File: config.mk
export PLATFORM = sky130hd
export DESIGN_NAME = parking_entry_driver_flat
export DESIGN_NICKNAME = d
export VERILOG_FILES = /design/src/rtl/parking_pkg.sv /design/src/rtl/parking_entry_driver_if.sv /design/src/rtl/parking_debounce.sv /design/src/rtl/parking_entry_driver.sv /design/src/flat_wrapper.sv
export SDC_FILE = /design/constraint.sdc
export NUM_CORES = 1
export LEC_CHECK = 0
export BUFFER_PORTS_ARGS = -buffer_cell sky130_fd_sc_hd__buf_2
export CORE_MARGIN = 2
export CORE_UTILIZATION = 50
export DETAILED_ROUTE_END_ITERATION = 8
export GPL_ROUTABILITY_DRIVEN = 0
export PLACE_DENSITY = 0.83
export SYNTH_ARGS = -nofsm -noshare
export SYNTH_HDL_FRONTEND = slang
export SYNTH_SLANG_ARGS = --single-unit
File: constraint.sdc
create_clock -name clk -period 4.17 [get_ports clk]
set_input_delay 0.2085 -clock clk [delete_from_list [all_inputs] [get_ports clk]]
set_output_delay 0.2085 -clock clk [all_outputs]
set_load 0.05 [all_outputs]
File: src/rtl/parking_pkg.sv
// Shared types and default constants for the parking entrance front end.
// Optional feature macro used across this slice: PARK_LOCKOUT_EN.
package parking_pkg;

  localparam int DEBOUNCE_CYCLES_DEF = 4;
  localparam int TIMEOUT_CYCLES_DEF  = 64;
  localparam int MAX_RETRIES_DEF     = 3;
  localparam int LOCKOUT_CYCLES_DEF  = 128;

  typedef enum logic [2:0] {
    ST_IDLE        = 3'd0,
    ST_COLLECT1    = 3'd1,
    ST_COLLECT2    = 3'd2,
    ST_WAIT_RESULT = 3'd3,
    ST_LOCKOUT     = 3'd4
  } entry_state_e;

  typedef logic [1:0] pass_digit_t;

endpackage

File: src/rtl/parking_entry_driver_if.sv
// Signal bundle between the entrance front end (master side) and its
// environment: raw sensors, keypad, parking_system LEDs and operator status.
//
// Handshake: key_valid is a one-cycle strobe that qualifies key_code on the
// same rising edge. There is no ready/backpressure; a strobe arriving while the
// front end is not collecting digits is dropped. All other signals are levels,
// except granted/denied which are one-cycle pulses.
interface parking_entry_driver_if;
  import parking_pkg::*;

  logic        raw_entrance;
  logic        raw_exit;
  logic        key_valid;
  pass_digit_t key_code;
  logic        GREEN_LED;
  logic        RED_LED;
  logic        sensor_entrance;
  logic        sensor_exit;
  pass_digit_t password_1;
  pass_digit_t password_2;
  logic        busy;
  logic        granted;
  logic        denied;
  logic        lockout;

  modport master (
    input  raw_entrance, raw_exit, key_valid, key_code, GREEN_LED, RED_LED,
    output sensor_entrance, sensor_exit, password_1, password_2,
           busy, granted, denied, lockout
  );

  modport slave (
    output raw_entrance, raw_exit, key_valid, key_code, GREEN_LED, RED_LED,
    input  sensor_entrance, sensor_exit, password_1, password_2,
           busy, granted, denied, lockout
  );

endinterface

File: src/rtl/parking_debounce.sv
// Two-flop synchroniser followed by a level filter: the filtered level only
// changes after DEBOUNCE_CYCLES consecutive synchronised samples disagree with it.
module parking_debounce #(
  parameter int DEBOUNCE_CYCLES = 4
) (
  input  logic clk,
  input  logic reset_n,
  input  logic i_raw,
  output logic o_level
);

  localparam int CW = (DEBOUNCE_CYCLES > 1) ? $clog2(DEBOUNCE_CYCLES) : 1;

  logic          r_sync1;
  logic          r_sync2;
  logic          r_level;
  logic [CW-1:0] r_cnt;

  // Bring the asynchronous sensor into the clock domain.
  always_ff @(posedge clk or negedge reset_n) begin
    if (!reset_n) begin
      r_sync1 <= 1'b0;
      r_sync2 <= 1'b0;
    end else begin
      r_sync1 <= i_raw;
      r_sync2 <= r_sync1;
    end
  end

  // Count disagreeing samples; any agreeing sample restarts the count.
  always_ff @(posedge clk or negedge reset_n) begin
    if (!reset_n) begin
      r_level <= 1'b0;
      r_cnt   <= '0;
    end else if (r_sync2 == r_level) begin
      r_cnt <= '0;
    end else if (r_cnt == CW'(DEBOUNCE_CYCLES - 1)) begin
      r_level <= r_sync2;
      r_cnt   <= '0;
    end else begin
      r_cnt <= r_cnt + 1'b1;
    end
  end

  assign o_level = r_level;

endmodule

File: src/rtl/parking_entry_driver.sv
// Entrance front end for parking_system: debounced sensors, two-digit keypad
// collection, verdict reading from GREEN/RED LEDs and grant/deny reporting.
// Build option PARK_LOCKOUT_EN adds a retry counter and a timed LOCKOUT state.
module parking_entry_driver
  import parking_pkg::*;
#(
  parameter int DEBOUNCE_CYCLES = DEBOUNCE_CYCLES_DEF,
  parameter int TIMEOUT_CYCLES  = TIMEOUT_CYCLES_DEF,
`ifdef PARK_LOCKOUT_EN
  parameter int MAX_RETRIES     = MAX_RETRIES_DEF,
`endif
  parameter int LOCKOUT_CYCLES  = LOCKOUT_CYCLES_DEF
) (
  input  logic                   clk,
  input  logic                   reset_n,
  parking_entry_driver_if.master bus,
  output entry_state_e           o_dbg_state
);

  // One timer serves both the collect/wait timeout and the lockout period.
  localparam int TMAX = (TIMEOUT_CYCLES > LOCKOUT_CYCLES) ? TIMEOUT_CYCLES : LOCKOUT_CYCLES;
  localparam int TW   = (TMAX > 2) ? $clog2(TMAX) : 1;

  logic         w_ent_filt;
  logic         w_exit_filt;
  logic         w_sensor_entrance;
  logic         w_ent_rise;
  logic         w_ent_fall;
  logic         w_timeout;
  logic         w_settled;

  entry_state_e r_state,    w_state_nxt;
  logic [TW-1:0] r_timer,   w_timer_nxt;
  pass_digit_t  r_digit1,   w_digit1_nxt;
  pass_digit_t  r_digit2,   w_digit2_nxt;
  logic         r_red_prev, w_red_prev_nxt;
  logic         r_granted,  w_granted_nxt;
  logic         r_denied,   w_denied_nxt;
  logic         r_ent_q;

`ifdef PARK_LOCKOUT_EN
  localparam int RW = $clog2(MAX_RETRIES + 1);
  logic [RW-1:0] r_retry, w_retry_nxt;
`endif

  parking_debounce #(.DEBOUNCE_CYCLES(DEBOUNCE_CYCLES)) u_deb_entrance (
    .clk     (clk),
    .reset_n (reset_n),
    .i_raw   (bus.raw_entrance),
    .o_level (w_ent_filt)
  );

  parking_debounce #(.DEBOUNCE_CYCLES(DEBOUNCE_CYCLES)) u_deb_exit (
    .clk     (clk),
    .reset_n (reset_n),
    .i_raw   (bus.raw_exit),
    .o_level (w_exit_filt)
  );

`ifdef PARK_LOCKOUT_EN
  assign w_sensor_entrance = w_ent_filt & (r_state != ST_LOCKOUT);
`else
  assign w_sensor_entrance = w_ent_filt;
`endif

  // Edges are taken on the level parking_system actually sees, so the end of
  // a lockout with the car still present counts as a fresh arrival.
  assign w_ent_rise = w_sensor_entrance & ~r_ent_q;
  assign w_ent_fall = ~w_sensor_entrance & r_ent_q;
  assign w_timeout  = (r_timer == TW'(TIMEOUT_CYCLES - 1));
  assign w_settled  = (r_timer != '0);

  // Next-state, timer, digit latches and pulse requests.
  always_comb begin
    w_state_nxt    = r_state;
    w_timer_nxt    = r_timer + 1'b1;
    w_digit1_nxt   = r_digit1;
    w_digit2_nxt   = r_digit2;
    w_red_prev_nxt = 1'b0;
    w_granted_nxt  = 1'b0;
    w_denied_nxt   = 1'b0;
`ifdef PARK_LOCKOUT_EN
    w_retry_nxt    = r_retry;
`endif
    unique case (r_state)
      ST_IDLE: begin
        w_timer_nxt = '0;
        if (w_ent_rise) w_state_nxt = ST_COLLECT1;
      end
      ST_COLLECT1, ST_COLLECT2: begin
        if (w_ent_fall) begin
          w_state_nxt = ST_IDLE;
        end else if (bus.key_valid) begin
          if (r_state == ST_COLLECT1) begin
            w_digit1_nxt = bus.key_code;
            w_state_nxt  = ST_COLLECT2;
          end else begin
            w_digit2_nxt = bus.key_code;
            w_state_nxt  = ST_WAIT_RESULT;
          end
        end else if (w_timeout) begin
          w_denied_nxt = 1'b1;
          w_state_nxt  = ST_IDLE;
        end
      end
      ST_WAIT_RESULT: begin
        // The first cycle here (timer == 0) lets parking_system react to the
        // new password before its LEDs are trusted.
        if (w_ent_fall) begin
          w_state_nxt = ST_IDLE;
        end else if (w_settled && bus.GREEN_LED) begin
          w_granted_nxt = 1'b1;
          w_state_nxt   = ST_IDLE;
`ifdef PARK_LOCKOUT_EN
          w_retry_nxt   = '0;
`endif
        end else if (w_settled && bus.RED_LED && r_red_prev) begin
          w_denied_nxt = 1'b1;
`ifdef PARK_LOCKOUT_EN
          if (r_retry != RW'(MAX_RETRIES)) w_retry_nxt = r_retry + 1'b1;
          w_state_nxt = (w_retry_nxt == RW'(MAX_RETRIES)) ? ST_LOCKOUT : ST_COLLECT1;
`else
          w_state_nxt = ST_COLLECT1;
`endif
        end else if (w_timeout) begin
          w_denied_nxt = 1'b1;
          w_state_nxt  = ST_IDLE;
        end else begin
          w_red_prev_nxt = w_settled && bus.RED_LED;
        end
      end
      ST_LOCKOUT: begin
        if (r_timer == TW'(LOCKOUT_CYCLES - 1)) begin
          w_state_nxt = ST_IDLE;
`ifdef PARK_LOCKOUT_EN
          w_retry_nxt = '0;
`endif
        end
      end
      default: w_state_nxt = ST_IDLE;
    endcase
    if (w_state_nxt != r_state) w_timer_nxt = '0;
    if (w_state_nxt == ST_IDLE || w_state_nxt == ST_COLLECT1 || w_state_nxt == ST_LOCKOUT) begin
      w_digit1_nxt = '0;
      w_digit2_nxt = '0;
    end
  end

  // State, timer, latches and registered pulses.
  always_ff @(posedge clk or negedge reset_n) begin
    if (!reset_n) begin
      r_state    <= ST_IDLE;
      r_timer    <= '0;
      r_digit1   <= '0;
      r_digit2   <= '0;
      r_red_prev <= 1'b0;
      r_granted  <= 1'b0;
      r_denied   <= 1'b0;
      r_ent_q    <= 1'b0;
    end else begin
      r_state    <= w_state_nxt;
      r_timer    <= w_timer_nxt;
      r_digit1   <= w_digit1_nxt;
      r_digit2   <= w_digit2_nxt;
      r_red_prev <= w_red_prev_nxt;
      r_granted  <= w_granted_nxt;
      r_denied   <= w_denied_nxt;
      r_ent_q    <= w_sensor_entrance;
    end
  end

`ifdef PARK_LOCKOUT_EN
  // Failed-attempt counter, cleared on grant and at the end of lockout.
  always_ff @(posedge clk or negedge reset_n) begin
    if (!reset_n) r_retry <= '0;
    else          r_retry <= w_retry_nxt;
  end
  assign bus.lockout = (r_state == ST_LOCKOUT);
`else
  assign bus.lockout = 1'b0;
`endif

  assign bus.sensor_entrance = w_sensor_entrance;
  assign bus.sensor_exit     = w_exit_filt;
  assign bus.password_1      = (r_state == ST_WAIT_RESULT) ? r_digit1 : '0;
  assign bus.password_2      = (r_state == ST_WAIT_RESULT) ? r_digit2 : '0;
  assign bus.busy            = (r_state != ST_IDLE);
  assign bus.granted         = r_granted;
  assign bus.denied          = r_denied;
  assign o_dbg_state         = r_state;

endmodule
File: src/flat_wrapper.sv
// flat-port wrapper written by rule: the top's interface ports become plain ports
module parking_entry_driver_flat import parking_pkg::*;
#(
  parameter int DEBOUNCE_CYCLES = DEBOUNCE_CYCLES_DEF,
  parameter int TIMEOUT_CYCLES  = TIMEOUT_CYCLES_DEF,

  parameter int LOCKOUT_CYCLES  = LOCKOUT_CYCLES_DEF
)
  (clk, reset_n, o_dbg_state, bus_raw_entrance, bus_raw_exit, bus_key_valid, bus_key_code, bus_GREEN_LED, bus_RED_LED, bus_sensor_entrance, bus_sensor_exit, bus_password_1, bus_password_2, bus_busy, bus_granted, bus_denied, bus_lockout);
  parking_entry_driver_if bus_i ();
  input  logic clk;
  input  logic reset_n;
  output entry_state_e o_dbg_state;
  input wire logic [$bits(bus_i.raw_entrance)-1:0] bus_raw_entrance;
  input wire logic [$bits(bus_i.raw_exit)-1:0] bus_raw_exit;
  input wire logic [$bits(bus_i.key_valid)-1:0] bus_key_valid;
  input wire logic [$bits(bus_i.key_code)-1:0] bus_key_code;
  input wire logic [$bits(bus_i.GREEN_LED)-1:0] bus_GREEN_LED;
  input wire logic [$bits(bus_i.RED_LED)-1:0] bus_RED_LED;
  output wire logic [$bits(bus_i.sensor_entrance)-1:0] bus_sensor_entrance;
  output wire logic [$bits(bus_i.sensor_exit)-1:0] bus_sensor_exit;
  output wire logic [$bits(bus_i.password_1)-1:0] bus_password_1;
  output wire logic [$bits(bus_i.password_2)-1:0] bus_password_2;
  output wire logic [$bits(bus_i.busy)-1:0] bus_busy;
  output wire logic [$bits(bus_i.granted)-1:0] bus_granted;
  output wire logic [$bits(bus_i.denied)-1:0] bus_denied;
  output wire logic [$bits(bus_i.lockout)-1:0] bus_lockout;
  assign bus_i.raw_entrance = bus_raw_entrance;
  assign bus_i.raw_exit = bus_raw_exit;
  assign bus_i.key_valid = bus_key_valid;
  assign bus_i.key_code = bus_key_code;
  assign bus_i.GREEN_LED = bus_GREEN_LED;
  assign bus_i.RED_LED = bus_RED_LED;
  assign bus_sensor_entrance = bus_i.sensor_entrance;
  assign bus_sensor_exit = bus_i.sensor_exit;
  assign bus_password_1 = bus_i.password_1;
  assign bus_password_2 = bus_i.password_2;
  assign bus_busy = bus_i.busy;
  assign bus_granted = bus_i.granted;
  assign bus_denied = bus_i.denied;
  assign bus_lockout = bus_i.lockout;
  parking_entry_driver #(.DEBOUNCE_CYCLES(DEBOUNCE_CYCLES), .TIMEOUT_CYCLES(TIMEOUT_CYCLES), .LOCKOUT_CYCLES(LOCKOUT_CYCLES)) u_core (.clk(clk), .reset_n(reset_n), .bus(bus_i), .o_dbg_state(o_dbg_state));
endmodule
==> flow_summary.toml, run 1 <==
[status]
outcome = "complete, no violations"

[floorplanning]
die_w_um = 56.4
die_h_um = 56.4
num_rows = 18
initial_utilization = 0.539
core_region_area_um2 = 2540
die-area_um2 = 3180
ios = 22

[synth]
synth_mux_area_frac = 0.0456
synth_top_area_cell = "dfrtp_1"
synthXorXnorAreaFrac = 0.0447
netlist_area_um2 = 1370
ys_warn_count = 0
synth_area_leaders = "dfrtp_1 51%, a2111oi_1 5.1%, ha_1 3.6%"
synthArstFlopShare = 1.00
syn_inst = 122
synthTopCellsByCount = "28 x dfrtp_1, 7 x a2111oi_1, 6 x nor3_1"
yosys.area_share.simple = 0.180
seq_area_frac_synth = 0.510
ys.flop_type = "dfrtp_1"
synthDistinctLibCells = 43
synth-compound-area-share = 0.149
synth_edf_count = 0
syn_nets = 135
synth_top_family_by_area = "simple AND/OR/NAND/NOR gates"
synth_most_common_cell = "dfrtp_1"
synthAdderAreaFrac = 0.0365
syn_avg_cell_area_um2 = 11.3
synth-seq-cells = 28
synth_top_area_frac = 0.510

[worst_setup_path]
startpoint_type = "register"
arrival_ns = 2.57
worstPathCellList = "inv_1, ha_1, or4b_4, or2_1, a221o_1, a2111oi_1"
worstPathMaxFanout = 8
critical_path_class = "register to register"
worstRegToRegCells = 6
max_stage_delay_ns = 0.49
cp_data_required_time_ns = 4.38
setup.worst_path.end_class = "register"
cp_slowest_cell = "a221o_1"

[finish]
area_growth_syn_to_layout_pct = 13.1
fin_cells = 174
antenna_cells = 0
fin_nets = 158
drive_gt1_frac = 0.208
n_fill_cell = 218

[placed_design]
dp_hpwl_um = 1890
port-buffer-count = 20
dp_cells = 167
preCtsSetupSlack_ns = 1.84

[pwr]
peakVddDrop_mv = 0.393
power.leakage_uw = 0.000744
power_density_nw_per_um2 = 650

[sta]
min_period_ns = 2.36
drv_slew = 0
rsz0062_at_grt = "false"
max_slew.worst_pin.slew_ns = 0.916
timing.fmax_ghz = 0.424
period_share = 0.566
setup_total_negative_slack_ns = 0
finClkSkew_ns = 0.0110
setup_viol = 0
finalHoldViolCount = 0
slew_headroom = 0.386
layout_setup_ws_ns = 1.81

[cts]
cts_made_buffers = 3
clock_path_buffers = 2
cts_setup_buffers = 0
cts_sinks = 28
clk_latency_ns = 0.32
cts_htree_levels = 1
clk_pin_slew_ns = 0.15
cts_tree = "built"
root_buffer = "clkbuf_4"

[grt]
first_global_vias = 993
antenna_found_initial = 0
grt_max_degree = 29
grt_usage = 0.172
grt_pass1_wl_um = 4410
grt-ovfl-total = 0

[drt]
wl_um = 2570
routed-via-count = 1016
ant_nets = 0
vias_per_cell = 5.84
drt_iter0_drc = 9
drc = 0
routedWlPerCell_um = 14.8
dr.pass1.iters = 5

[worst_hold_path]
min_delay_path_depth = 2
min_path_type = "primary input to register"

[job]
maxCapViolCount = 0
final timing paths:
check / startpoint / end / slack, ns
max in group asynchronous: reset_n / u_core.u_deb_entrance.o_level$_DFFE_PN0P_ / 3.36
min in group asynchronous: reset_n / u_core.r_red_prev$_DFF_PN0_ / 0.40
hold / removal: bus_GREEN_LED / u_core.bus.granted$_DFF_PN0_ / 0.20
hold reg to reg: u_core.u_deb_entrance.r_sync1$_DFF_PN0_ / u_core.u_deb_entrance.r_sync2$_DFF_PN0_ / 0.37
setup / recovery: u_core.r_timer[0]$_DFF_PN0_ / u_core.r_timer[0]$_DFF_PN0_ / 1.81
setup reg to reg: u_core.r_timer[0]$_DFF_PN0_ / u_core.r_timer[0]$_DFF_PN0_ / 1.81
metal layers:
metal	routed length (um)	track usage	up-vias
met1	1210	0.225	503
met4	8	0.0680	0
li1	-	-	495
met5	0	0	-
met3	70	0.0300	2
met2	1280	0.282	16
worst max-delay path, delay by kind of cell (launching register included):
family	cells	cell delay [ns]
AO/OA/AOI/OAI	2	0.89
adder cells (fa/ha/maj)	1	0.13
buffers and inverters	1	0.08
flip-flops	1	0.45
AND/OR/NAND/NOR	2	0.72
registers in the layout, summed over array words and instances (netlist names), 2 cells and up:
| register | cells |
|---|---|
| u_core.r_digit1 | 2 |
| u_core.r_digit2 | 2 |
| u_core.u_deb_entrance.r_cnt | 2 |
| u_core.r_timer | 7 |
| u_core.o_dbg_state | 3 |
| u_core.u_deb_exit.r_cnt | 2 |
kinds of logic after synthesis:
group,after synthesis
AOI/OAI and AO/OA,25
xor gates and xnor gates,7
adders and majority gates,4
buffers and inverters,10
DFF,28
muxes,6
other,1
and+or+nand+nor,41
cells in the final DEF, fill, tap and decap left out, drive strengths merged, types with 2 or more instances in the layout:
| master | n |
|---|---|
| dfrtp | 28 |
| buf | 20 |
| a2111oi | 7 |
| nor3 | 6 |
| and3 | 6 |
| inv | 5 |
| nand3 | 5 |
| nor2b | 4 |
| xnor2 | 4 |
| nor2 | 4 |
| mux2i | 4 |
| ha | 4 |
| clkbuf | 4 |
| nand2 | 3 |
| a21oi | 3 |
| xor2 | 3 |
| dlygate4sd3 | 3 |
| o211ai | 2 |
| nand2b | 2 |
| o21ai | 2 |
| nor4b | 2 |
| nand4 | 2 |
| mux2 | 2 |
| or2 | 2 |
| and2 | 2 |
repair_timing:
action	4_1_cts	5_1_grt
gates resized for setup	0	0
hold buffers	3	0
hold endpoints to repair	30	0
report_power, final:
part | switching (uW) | internal (uW)
Combinational | 309 | 164
Clock | 75.0 | 53.3
Sequential | 70.4 | 337
Total | 455 | 554
through the flow:
stage	instance area (um^2)	utilization	power (uW)	hold WS [ns]
detailed placement	1490	0.584	883	0.259
CTS	1550	0.610	1020	0.187
floorplan	1370	-	778	-0.0871
global route	1550	0.610	1090	0.183
finish	1550	0.610	1010	0.198
global placement	1490	0.584	860	0.246
cell type report:
type,instances,area [um^2],area share
clock buffer,4,36.3,0.0234
inverter,5,18.8,0.0121
multi-input combinational,84,629,0.405
sequential,28,701,0.451
tap,30,37.5,0.0242
timing repair buffer,23,130,0.0838
Note: power is estimated with default switching activity, not from simulation.
==> run 2, diff against run 1 <==
--- a/config.mk
+++ b/config.mk
@@ -5,12 +5,13 @@
 export SDC_FILE = /design/constraint.sdc
 export NUM_CORES = 1
 export LEC_CHECK = 0
+export ABC_AREA = 1
 export BUFFER_PORTS_ARGS = -buffer_cell sky130_fd_sc_hd__buf_2
 export CORE_MARGIN = 2
-export CORE_UTILIZATION = 50
+export CORE_UTILIZATION = 49
 export DETAILED_ROUTE_END_ITERATION = 8
 export GPL_ROUTABILITY_DRIVEN = 0
-export PLACE_DENSITY = 0.83
+export PLACE_DENSITY = 0.84
 export SYNTH_ARGS = -nofsm -noshare
 export SYNTH_HDL_FRONTEND = slang
 export SYNTH_SLANG_ARGS = --single-unit
==> constraint.sdc (replaced) <==
create_clock -name clk -period 2 [get_ports clk]
set_input_delay 0.1 -clock clk [delete_from_list [all_inputs] [get_ports clk]]
set_output_delay 0.1 -clock clk [all_outputs]
set_load 0.05 [all_outputs]
==> run 2 against run 1 <==
  * Core utilization down 2.1 points
  * Clock-buffer cell count shrank 1
  * Global-route usage is 0.20 points lower
  * Worst setup slack worse by 1.6 ns
  * Largest power group is now registers
  * Critical endpoint is now u_core.r_timer[2]$_DFF_PN0_
  * Cell count up 21%
  * Critical path type unchanged
==> flow_summary.toml, run 2 <==
[grt]
grt_pass1_wl_um = 4350
antenna_found_initial = 0
grt_max_degree = 29
grt_usage = 0.170
first_global_vias = 1106
grt-ovfl-total = 0

[finish]
layout_common_cells = "28 x dfrtp_1, 25 x nand2_1, 21 x nor2_1, 20 x buf_2, 17 x inv_1"
top_register = "u_core.r_timer"
final_common_cell = "dfrtp_1"
utilization = 0.590
drive_gt1_frac = 0.257
area_growth_syn_to_layout_pct = 17.2
fin_cells = 210
fin_nets = 193
antenna_cells = 0
largest_reg_flops = 7

[drt]
vias_per_cell = 5.08
drc = 0
ant_nets = 0
wl_um = 2500
drt_iter0_drc = 27
routedWlPerCell_um = 11.9
routed-via-count = 1066
dr.pass1.iters = 4

[sta]
finClkSkew_ns = 0.00673
drv_slew = 0
period_share = 0.907
setup_total_negative_slack_ns = 0
rsz0062_at_grt = "false"
slew_headroom = 0.586
setup_viol = 0
max_slew.worst_pin.slew_ns = 0.620
min_period_ns = 1.81
finalHoldViolCount = 0
timing.fmax_ghz = 0.552

[placed_design]
dp_hpwl_um = 1920
dp_cells = 201
port-buffer-count = 20

[job]
maxCapViolCount = 0

[worst_hold_path]
min_path_type = "primary input to register"
min_delay_path_depth = 3
hold_path_startpoint = "bus_key_code[0]"

[floorplanning]
die-area_um2 = 3220
num_rows = 19
ios = 22
die_w_um = 56.8
die_h_um = 56.8
core_region_area_um2 = 2710
initial_utilization = 0.503

[synth]
synth_top_area_cell = "dfrtp_1"
syn_nets = 164
synth_most_common_cell = "dfrtp_1"
synth_edf_count = 0
synth-seq-cells = 28
synthTopCellsByCount = "28 x dfrtp_1, 25 x nand2_1, 21 x nor2_1"
seq_area_frac_synth = 0.514
synthDistinctLibCells = 25
ys.flop_type = "dfrtp_1"
syn_inst = 151
synth_area_leaders = "dfrtp_1 51%, nand2_1 6.9%, nor2_1 5.8%"
syn_avg_cell_area_um2 = 9.03
synthArstFlopShare = 1.00
synth_top_area_frac = 0.514
netlist_area_um2 = 1360
ys_warn_count = 0

[worst_setup_path]
startpoint_type = "register"
setup.worst_path.end_class = "register"
critical_path_class = "register to register"
arrival_ns = 2.08
worstPathMaxFanout = 7
crit_start = "u_core.r_timer[0]$_DFF_PN0_"
cp_data_required_time_ns = 2.27
r2r_start = "u_core.r_timer[0]$_DFF_PN0_"
worstRegToRegCells = 14

[cts]
cts_setup_buffers = 0
cts_tree = "built"
clk_pin_slew_ns = 0.15
root_buffer = "clkbuf_4"
clk_latency_ns = 0.34
clock_path_buffers = 2
cts_htree_levels = 1
cts_sinks = 28
cts_made_buffers = 3

[pwr]
power.leakage_uw = 0.000787
peakVddDrop_mv = 0.788
power_density_nw_per_um2 = 1130

[status]
outcome = "complete, no violations"
run 2: critical path, stage by stage (launching register included):
cell     delay, ns
dfrtp_1       0.44
inv_1         0.08
ha_1          0.14
inv_1         0.04
nor2_1        0.08
nand3_1       0.12
nand2_1       0.14
nand2_2       0.08
nor2_4        0.11
nand2_2       0.08
nand2_2       0.08
nand2_1       0.06
nand2_2       0.08
nand3_4       0.09
nor2_1        0.13
run 2: area by class of cell:
cell class	count	area [um^2]
clock buffer	3	22.5
sequential	28	701
fill	237	1110
multi-input combinational	100	573
clock inverter	1	30.0
inverter	22	82.6
timing repair buffer	25	150
tap	31	38.8
run 2: path summary, 6_finish.rpt:
check                                                             to  slack (ns)
worst max-delay path                     u_core.r_timer[2]$_DFF_PN0_        0.19
worst min-delay path                  u_core.r_digit1[0]$_DFFE_PN0P_       0.009
worst max register to register           u_core.r_timer[2]$_DFF_PN0_        0.19
worst min register to register   u_core.u_deb_exit.r_sync2$_DFF_PN0_        0.37
max in group asynchronous       u_core.u_deb_exit.r_cnt[0]$_DFF_PN0_        1.30
min in group asynchronous                u_core.r_timer[1]$_DFF_PN0_        0.29
run 2: logic make-up after synthesis:
family          share of synthesized area
mux                               0.00826
flops                               0.514
compound gates                     0.0486
other cells                       0.00275
xor+xnor                           0.0450
buf+inv                            0.0661
simple gates                        0.279
fa+ha+maj                          0.0367
run 2: per-stage QoR:
step	setup slack (ns)	instance area, um^2	hold WS, ns	total power (uW)
4_1_cts	0.177	1590	0.00140	1830
6_report	0.187	1600	0.00932	1810
5_1_grt	0.0167	1600	0.0108	1930
3_3_place_gp	0.343	1500	0.143	1410
3_5_place_dp	0.213	1500	0.150	1440
2_1_floorplan	0.0122	1360	-0.196	1290
run 2: what timing repair did:
action / 4_1_cts / 5_1_grt
hold endpoints to repair: 31 / 1
gates resized for setup: 0 / 0
hold buffers: 4 / 1
run 2: routing by layer:
| layer | up-vias | part of all wire | track usage |
|---|---|---|---|
| met5 | - | 0 | 0 |
| met4 | 0 | 0.012 | 0.0731 |
| met3 | 3 | 0.043 | 0.0369 |
| met2 | 27 | 0.52 | 0.306 |
| met1 | 516 | 0.42 | 0.191 |
| li1 | 520 | - | - |
run 2: power by group:
group	internal, uW	switching, uW
combinational	213	486
sequential	659	81.0
clock	203	167
==> run 3, diff against run 2 <==
--- a/config.mk
+++ b/config.mk
@@ -5,7 +5,7 @@
 export SDC_FILE = /design/constraint.sdc
 export NUM_CORES = 1
 export LEC_CHECK = 0
-export ABC_AREA = 1
+export ABC_AREA = 0
 export BUFFER_PORTS_ARGS = -buffer_cell sky130_fd_sc_hd__buf_2
 export CORE_MARGIN = 2
 export CORE_UTILIZATION = 49
@@ -15,3 +15,4 @@
 export SYNTH_ARGS = -nofsm -noshare
 export SYNTH_HDL_FRONTEND = slang
 export SYNTH_SLANG_ARGS = --single-unit
+export TNS_END_PERCENT = 30
==> run 3 against run 2 <==
  * The flow now finishes with violations (setup timing)
  * First-iteration DRC count is 15% higher
  * Clock power hardly changed
  * Largest power group is now combinational logic
  * Sequential cell count stayed put
  * Highest routed layer unchanged
==> flow_summary.toml, run 3 (synthesis results as in run 1) <==
[worst_hold_path]
whs_endpoint = "u_core.r_digit1[0]$_DFFE_PN0P_"
min_path_type = "primary input to register"
min_delay_path_depth = 3
hold_path_startpoint = "bus_key_code[0]"

[cts]
clock_path_buffers = 2
cts_made_buffers = 3
cts_htree_levels = 1
root_buffer = "clkbuf_4"
cts_tree = "built"
cts_setup_buffers = 0
clk_latency_ns = 0.34
clk_pin_slew_ns = 0.15
cts_sinks = 28

[grt]
grt-ovfl-total = 0
grt_max_degree = 29
antenna_found_initial = 0
grt_usage = 0.191
first_global_vias = 1089
grt_pass1_wl_um = 4840

[status]
outcome = "finished with violations"
violations = "setup timing"

[sta]
slew_headroom = 0.513
min_period_ns = 2.24
layout_setup_ws_ns = -0.238
max_slew.worst_pin.slew_ns = 0.720
rsz0062_at_grt = "true"
setup_total_negative_slack_ns = -1.37
hold-worst-slack_ns = 0.0768
drv_slew = 0
setup_viol = 7
timing.fmax_ghz = 0.447
finalHoldViolCount = 0
finClkSkew_ns = 0.00698
period_share = 1.12

[worst_setup_path]
setup.worst_path.end_class = "register"
cp_data_required_time_ns = 2.23
worstPathMaxFanout = 8
worstRegToRegCells = 6
r2r_start = "u_core.r_timer[1]$_DFF_PN0_"
ff2ff_setup_slack_ns = -0.24
startpoint_type = "register"
r2r_end = "u_core.r_timer[2]$_DFF_PN0_"
arrival_ns = 2.46
critical_path_class = "register to register"
crit_start = "u_core.r_timer[1]$_DFF_PN0_"

[finish]
fin_nets = 175
largest_reg_flops = 7
antenna_cells = 0
top_register = "u_core.r_timer"
fin_cells = 192
drive_gt1_frac = 0.342
regArea_um2 = 702
final_common_cell = "dfrtp_1"
area_growth_syn_to_layout_pct = 27.4
multi_input_area_um2 = 679
layout_common_cells = "27 x dfrtp_1, 20 x buf_2, 17 x buf_4, 6 x nor3_1"
n_fill_cell = 206

[job]
maxCapViolCount = 0

[pwr]
power_density_nw_per_um2 = 1400
power.leakage_uw = 0.000844
peakVddDrop_mv = 1.00
power_uw = 2450

[drt]
drt_iter0_drc = 31
drc = 0
routed-via-count = 1094
vias_per_cell = 5.70
wl_um = 2880
routedWlPerCell_um = 15.0
dr.pass1.iters = 4
ant_nets = 0

[floorplanning]
die_w_um = 56.9
die-area_um2 = 3240
ios = 22
core_region_area_um2 = 2710
die_h_um = 56.9
num_rows = 19
initial_utilization = 0.506

[placed_design]
dp_cells = 185
dp_hpwl_um = 2100
preCtsSetupSlack_ns = -0.244
port-buffer-count = 20
==> run 3: final cells by class <==
cell class	instances	share of cell area
multi-input combinational	84	0.388
clock buffer	3	0.0129
inverter	5	0.0107
clock inverter	1	0.0172
sequential	28	0.401
timing repair buffer	40	0.147
tap	31	0.0222
==> run 3: critical path: stages, from the launching register on <==
cell       delay, ns
dfrtp_1         0.42
inv_1           0.06
ha_1            0.12
or4b_4          0.46
or2_1           0.24
a221o_2         0.47
a2111oi_1       0.36
==> run 3: worst max path at each step <==
stage | to | slack (ns) | cells after the start
6_report | u_core.r_timer[2]$_DFF_PN0_ | -0.24 | 6
3_3_place_gp | u_core.r_timer[5]$_DFF_PN0_ | -0.13 | 6
5_1_grt | u_core.r_timer[2]$_DFF_PN0_ | -0.29 | 6
2_1_floorplan | u_core.r_timer[0]$_DFF_PN0_ | -0.1 | 6
3_5_place_dp | u_core.r_timer[6]$_DFF_PN0_ | -0.24 | 6
4_1_cts | u_core.r_timer[0]$_DFF_PN0_ | -0.22 | 6
==> run 3: routing by layer <==
metal  vias up  part of all wire  global-route usage
li1        531                 -                   -
met1       536              0.42               0.227
met2        20              0.53               0.342
met3         7             0.027              0.0300
met4         0             0.026              0.0797
met5         -                 0                   0
==> run 3: repair_timing <==
action / CTS / global route
pin swaps: 0 / 4
hold endpoints to repair: 30 / 0
resized for setup: 4 / 5
setup endpoints to repair: 7 / 12
hold buffers: 3 / 0
==> run 3: per-stage QoR <==
stage          area (um^2)  utilization
2_1_floorplan         1370            -
3_3_place_gp          1620        0.596
3_5_place_dp          1620        0.596
4_1_cts               1720        0.633
5_1_grt               1750        0.645
6_report              1750        0.645
==> run 3: power breakdown <==
| part | internal [uW] | switching (uW) |
|---|---|---|
| clock network | 203 | 167 |
| logic | 487 | 769 |
| registers | 706 | 115 |
| total | 1400 | 1050 |
